## src/rtl/product_result_writer.sv

```systemverilog
// Captures the multiplier product stream into a 16 x 32 result memory with fill/overflow status.
// Optional running checksum of accepted words is enabled by defining PRW_CHECKSUM_EN.
module product_result_writer #(
    parameter int DATA_W = 32,
    parameter int ADDR_W = 4
) (
    input  logic              clk,
    input  logic              reset,
    input  logic [DATA_W-1:0] in_data,
    input  logic              in_valid,
    input  logic              clear,
    input  logic [ADDR_W-1:0] rd_addr,
    output logic [DATA_W-1:0] rd_data,
    output logic [ADDR_W-1:0] wr_addr,
    output logic [ADDR_W:0]   count,
    output logic              done,
    output logic              overflow
`ifdef PRW_CHECKSUM_EN
    ,
    output logic [DATA_W-1:0] checksum
`endif
);

    localparam int DEPTH = 1 << ADDR_W;
    localparam logic [ADDR_W:0] LAST_CNT = (ADDR_W + 1)'(DEPTH - 1);

    typedef enum logic [1:0] {
        S_EMPTY,
        S_FILL,
        S_FULL
    } state_t;

    state_t            r_state;
    logic [ADDR_W-1:0] r_wr_addr;
    logic [ADDR_W:0]   r_count;
    logic              r_done;
    logic              r_overflow;
    logic [DATA_W-1:0] r_rd_data;
    logic [DATA_W-1:0] r_mem [DEPTH];
`ifdef PRW_CHECKSUM_EN
    logic [DATA_W-1:0] r_checksum;
`endif

    // Reset and clear both abort capture, so a word arriving with either is dropped.
    logic w_accept;
    assign w_accept = in_valid && !reset && !clear && (r_state != S_FULL);

    always_ff @(posedge clk) begin
        if (reset || clear) begin
            r_state    <= S_EMPTY;
            r_wr_addr  <= '0;
            r_count    <= '0;
            r_done     <= 1'b0;
            r_overflow <= 1'b0;
`ifdef PRW_CHECKSUM_EN
            r_checksum <= '0;
`endif
        end else begin
            case (r_state)
                S_EMPTY, S_FILL: begin
                    if (in_valid) begin
                        // NOTE: non-blocking assignments here, so every comparison below sees the pre-edge count.
                        r_wr_addr <= r_wr_addr + 1'b1;
                        r_count   <= r_count + 1'b1;
`ifdef PRW_CHECKSUM_EN
                        r_checksum <= r_checksum + in_data;
`endif
                        if (r_count == LAST_CNT) begin
                            r_state <= S_FULL;
                            r_done  <= 1'b1;
                        end else begin
                            r_state <= S_FILL;
                        end
                    end
                end
                S_FULL: begin
                    if (in_valid) begin
                        r_overflow <= 1'b1;
                    end
                end
                default: begin
                    r_state <= S_EMPTY;
                end
            endcase
        end
    end

    // NOTE: the memory array has no reset; clearing it would defeat block-RAM inference and results must survive reset.
    always_ff @(posedge clk) begin
        if (w_accept) begin
            r_mem[r_wr_addr] <= in_data;
        end
    end

    // Read-first: a same-address write in this cycle lands after the old word is sampled.
    always_ff @(posedge clk) begin
        if (reset) begin
            r_rd_data <= '0;
        end else begin
            r_rd_data <= r_mem[rd_addr];
        end
    end

    assign rd_data  = r_rd_data;
    assign wr_addr  = r_wr_addr;
    assign count    = r_count;
    assign done     = r_done;
    assign overflow = r_overflow;
`ifdef PRW_CHECKSUM_EN
    assign checksum = r_checksum;
`endif

endmodule

```

## config.mk

```make
export PLATFORM = sky130hd
export DESIGN_NAME = product_result_writer
export DESIGN_NICKNAME = d
export VERILOG_FILES = /design/src/rtl/product_result_writer.sv
export SDC_FILE = /design/constraint.sdc
export NUM_CORES = 1
export LEC_CHECK = 0
export BUFFER_PORTS_ARGS = -buffer_cell sky130_fd_sc_hd__buf_2
export CORE_UTILIZATION = 44
export DETAILED_ROUTE_END_ITERATION = 8
export GPL_ROUTABILITY_DRIVEN = 1
export PLACE_DENSITY = 0.72
export SLEW_MARGIN = 20
export SYNTH_ARGS = -nofsm -noshare
export SYNTH_HDL_FRONTEND = slang
export SYNTH_SLANG_ARGS = --single-unit
export TNS_END_PERCENT = 20
```

## constraint.sdc

```tcl
create_clock -name clk -period 3.8 [get_ports clk]
set_clock_uncertainty 0.2 [all_clocks]
set_input_delay 0.38 -clock clk [delete_from_list [all_inputs] [get_ports clk]]
set_output_delay 0.38 -clock clk [all_outputs]
set_load 0.05 [all_outputs]
```

# --- Word level (Yosys, flattened, before mapping) ---
# Memory sizes are Yosys's and may differ from the RTL's. A register that Yosys moved wholly into a read port is not among the register bits.
# Index checks and enable logic that the tools add are counted.
# Widths: inputs -> output; s select.
word_totals:
  word_cells: 31
  register_bits: 13
  mem_count: 1
  ram_bits: 512
classes:
  n_bitwise: 1
  eq_ne: 5
  n_reduce_logical: 12
  addsub: 2
  mux: 5
mem_list:
  columns: ["name", "words", "width", "rd", "rd_clocked_by_memory_dff", "write_ports", "line", "text"]
  rows:
  - ["r_mem", 16, 32, 1, 1, 1, "39", "logic [DATA_W-1:0] r_mem [DEPTH];"]
ops:
  columns: ["operator", "count"]
  rows:
  - ["$reduce_and 2->1", 3]
  - ["$add 5x1->5 const B", 1]
  - ["$eq 5x4->1 const B", 1]
  - ["$add 4x1->4 const B", 1]
  - ["$mux 2", 2]
  - ["$ne 2x2->1 const B", 2]
  - ["$pmux 2 s2", 1]
  - ["$logic_and 1x1->1", 3]
  - ["$reduce_and 3->1", 1]
  - ["$eq 2x1->1 const B", 1]
  - ["$eq 2x2->1 const B", 1]
  - ["$logic_not 1->1", 2]
  - ["$logic_not 2->1", 1]
  - ["$mux 1", 2]
  - ["$reduce_or 2->1", 1]
  - ["$logic_or 1x1->1", 1]
  - ["$not 1->1", 1]

# --- Depth between registers and ports, before layout ---
depth:
  ltp_word: 6
  ltp_mapped: 8
  ltp_nobuf: 5

# --- Worst setup path before layout ---
# OpenSTA, ideal clock, no wires.
synth_timing:
  path_kind: "register -> register"
  from: "register r_wr_addr[0], in the netlist wr_addr[0]"
  to: "memory r_mem[3][0], enable pin"
  slack_ps: -125
  t_required_ps: 3139
  stages_incl_launch_ff: 4
  arrival_time_ps: 3264
  synth_period_minus_slack_ps: 3925
  n_path_buf: 0
  path_cell_list: "dfxtp_1 > ha_1 > nand2_1 > nor3_1"
synth_lines:
  columns: ["element", "line", "text"]
  rows:
  - ["start, declared", "34", "logic [ADDR_W-1:0] r_wr_addr;"]
  - ["start signal, assigned", "63", "r_wr_addr <= r_wr_addr + 1'b1;"]
  - ["end, declared", "39", null]
# No word-level cell before the write port.

# --- Worst setup path after layout ---
layout_timing:
  from: "register r_wr_addr[2], in the netlist wr_addr[2]"
  to: "memory r_mem[5][17], enable pin"
# No word-level cell before the write port.

==> summary.md <==
| Metric | Value |
|---|---|
| Run status | `complete, no violations` |
| Post-CTS setup buffer count | `0` |
| Peak supply drop | `0.0003143 V` |
| Commonest non-fill, non-tap cell in the layout | `edfxtp_1` |
| Clock sink total | `~560` |
| Seq/Total Area, Yosys | `between 70% and 80%` |
| Power Total | `0.01276 W` |
| Die X | `221.2 um` |
| Mapped cell area | `21140 sq um` |
| Syn nets | `1191` |
| Setup crit end kind | `register` |
| Vias after detailed routing | `approximately 11000` |
| Synth Instances | `between 1000 and 1500` |
| Comb power frac | `under 10%` |
| Worst path cell trace | `nand2b_1 -> nor2_4 -> buf_4` |
| YS warnings | `0` |
| CP max FO | `24` |
| Power share of the clock group | `41.7%` |
| Initial antenna violation count | `1` |
| Top-area cell type share of the netlist area | `72.71%` |
| Worst path slowest cell | `dfxtp_1` |
| Die ar. | `48940 sq um` |
| Final hold violations | `0` |
| Top post-synthesis cells by area | `edfxtp_1 (73%), mux2i_1 (9.0%), dfxtp_1 (4.3%)` |
| Crit start category | `register` |
| Via/cell ratio | `5.578` |
| Clock-pin transition on the worst setup and hold timing paths | `0.06 ns` |
| H-tree depth | `2` |
| Max cap viols | `0` |
| CTS tree | `built` |
| Endpoints failing setup | `0` |
| Worst setup path endpoint | `r_mem[5][17]$_DFFE_PP_` |
| DRT iter0 DRCs | `~1100` |
| Routability cong. | `0.7532` |
| Rows | `79` |
| Final slew viol count | `0` |
| Slew headroom | `approximately 55%` |
| I/O Buffers | `82` |
| Fmax | `416.0 MHz` |
| Avg Synthesized Cell Area | `18.47 sq um` |
| Period Utilization, post-route | `63.27%` |
| Layout cells sized above 1 | `between 10% and 20%` |
| CP Buf/Inv Count | `1` |
| Worst path depth | `3` |
| Largest net degree at the start of global routing | `53` |
| Most frequent cells in the layout | `edfxtp_1 (512), mux2i_1 (191), a22oi_1 (95)` |
| Worst Hold Class | `input pin to register` |
| CP max stage delay | `0.61 ns` |
| Gr usage total | `18.58%` |
| ANT nets after route | `0` |
| Wirelength, routed | `between 40000 and 50000 um` |
| TNS Setup | `0 ns` |
| Class of the most critical setup path | `register to register` |
| I/O pins | `83` |
| Hold Crit Start | `clear` |
| Yosys top cell by area | `edfxtp_1` |
| Worst-skew pair later-pin latency | `0.60 ns` |
| Power density cells | `518.4 nW/um^2` |
| Switching power | `0.002700 W` |
| Antenna Cells | `0` |
| R2R Path End | `r_mem[5][17]$_DFFE_PP_` |
| CTS max path bufs | `3` |
| CP arrival | `2.44 ns` |
| Hpwl dp | `24950 um` |
| Synth-to-layout area growth | `16.40%` |
| Beginning of the critical path | `wr_addr[2]$_SDFFE_PP0P_` |
| Sw Ratio | `21.17%` |
| Number of cells on the worst reg-to-reg path | `3` |
| FF-to-FF Start | `wr_addr[2]$_SDFFE_PP0P_` |
| Netlist cell types | `32` |
| Starting Density | `between 40% and 50%` |
| Tmin final | `2.404 ns` |
| # DRC | `0` |
| Part of the power in registers | `approximately 53%` |
| Flip-flop and latch count after synthesis | `around 560` |
| Die Height | `221.2 um` |
| RSZ-0062 raised after global routing | `false` |
| Critical path's top delay family | `simple AND/OR/NAND/NOR gates` |
| Fin util | `52.42%` |
| Core Area | `46950 sq um` |
| First-pass GRT wire length | `68540 um` |
| Nets@finish | `1338` |
| Router iterations before antenna repair | `5` |
| Int Power | `0.01006 W` |
| Worst path required time | `3.84 ns` |
| Slew at the pin closest to its max-slew limit | `0.6718 ns` |
| CTS buffer count | `55` |
| Lkg Pwr | `8.601 nW` |
| Vias in the first global route | `approximately 11000` |
| Total grt overflow | `0` |
| Root buffer cell | `clkbuf_16` |
| Flop2flop setup slack | `1.40 ns` |
| Wirelength per Cell | `23.37 um` |
metal layers:
| layer | vias up | GRT usage, % | share of wire, % |
|---|---|---|---|
| li1 | 4835 | - | - |
| met1 | 5555 | 25.30 | 43 |
| met2 | 399 | 30.76 | 49 |
| met3 | 63 | 3.266 | 6.2 |
| met4 | 2 | 5.233 | 1.9 |
| met5 | - | 0 | 0.024 |
synthesized netlist by cell type, drive strengths merged:
master / n
xor2: 4
nand3: 61
nand2b: 33
and3: 2
nand2: 40
nand4: 2
ha: 6
or2: 1
inv: 4
xnor2: 2
clkbuf: 28
nor3: 4
buf: 37
and2: 1
nor2: 28
a211oi: 4
mux2i: 191
mux4: 33
nor2b: 4
dfxtp: 45
a22oi: 95
a31oi: 1
a2111oi: 1
edfxtp: 512
a21oi: 6
power groups by stage:
stage                     clock network (W)  logic (W)  registers [W]
final                               0.00532   0.000688        0.00675
after global placement                    0   0.000643        0.00688
after global routing                0.00563   0.000734        0.00675
after detailed placement                  0   0.000661        0.00688
after CTS                           0.00540   0.000693        0.00675
after floorplan                           0   0.000315        0.00699
through the flow:
step | cells | instance area [sq um] | hold slack (ns) | setup WS (ns)
2_1_floorplan | 1145 | 21150 | 0.2452 | -0.09769
3_3_place_gp | 1807 | 22440 | 0.2490 | 1.233
3_5_place_dp | 1809 | 22490 | 0.2549 | 1.176
4_1_cts | 1946 | 24610 | 0.02427 | 1.365
5_1_grt | 1946 | 24610 | 0.05818 | 1.261
6_report | 1946 | 24610 | 0.03256 | 1.396
registers in the layout, summed over array words and instances, names as in the netlist:
register / flops
r_mem: 512
rd_data: 32
count: 5
wr_addr: 4
r_state: 2
done: 1
overflow: 1
worst register-to-register path: stages (launching register included):
cell and delay, ns:
dfxtp_1 0.61, nand2b_1 0.36, nor2_4 0.38, buf_4 0.47
layout make-up:
type                       instances  area (sq um)
fill                            3664         22340
clock inverter                    20         191.4
sequential                       557         16280
clock buffer                      84          1597
multi-input combinational        519          4589
inverter                           4         15.01
timing repair buffer             155          1184
tap                              607         759.5
how the worst min path moves through the flow:
stage,to,slack [ns],cells past startpoint
floorplan,r_state[0]$_SDFFE_PP0P_,0.25,1
global placement,overflow$_SDFFE_PP0P_,0.25,2
detailed placement,overflow$_SDFFE_PP0P_,0.25,2
CTS,r_state[1]$_SDFFE_PP0P_,0.02,3
global route,rd_data[31]$_SDFF_PP0_,0.06,4
finish,r_state[1]$_SDFFE_PP0P_,0.03,3
kinds of logic (layout without fill, tap and decap cells):
logic type      after synthesis  after routing  synth area share (%)
xor+xnor                      6              6                0.2485
fa+ha+maj                     6              6                0.3550
mux                         224            224                 12.61
compound gates              107            107                 3.728
buf+inv                      69            263                 2.065
flops                       557            557                 76.97
simple gates                176            176                 4.018
repair_timing:
action                                  4_1_cts  5_1_grt
hold buffers                                 33        0
resized for setup                             0        0
endpoints found under the hold margin       514        0
endpoints found under the setup margin        0        0
No activity file was read; power rests on OpenSTA's default activity.
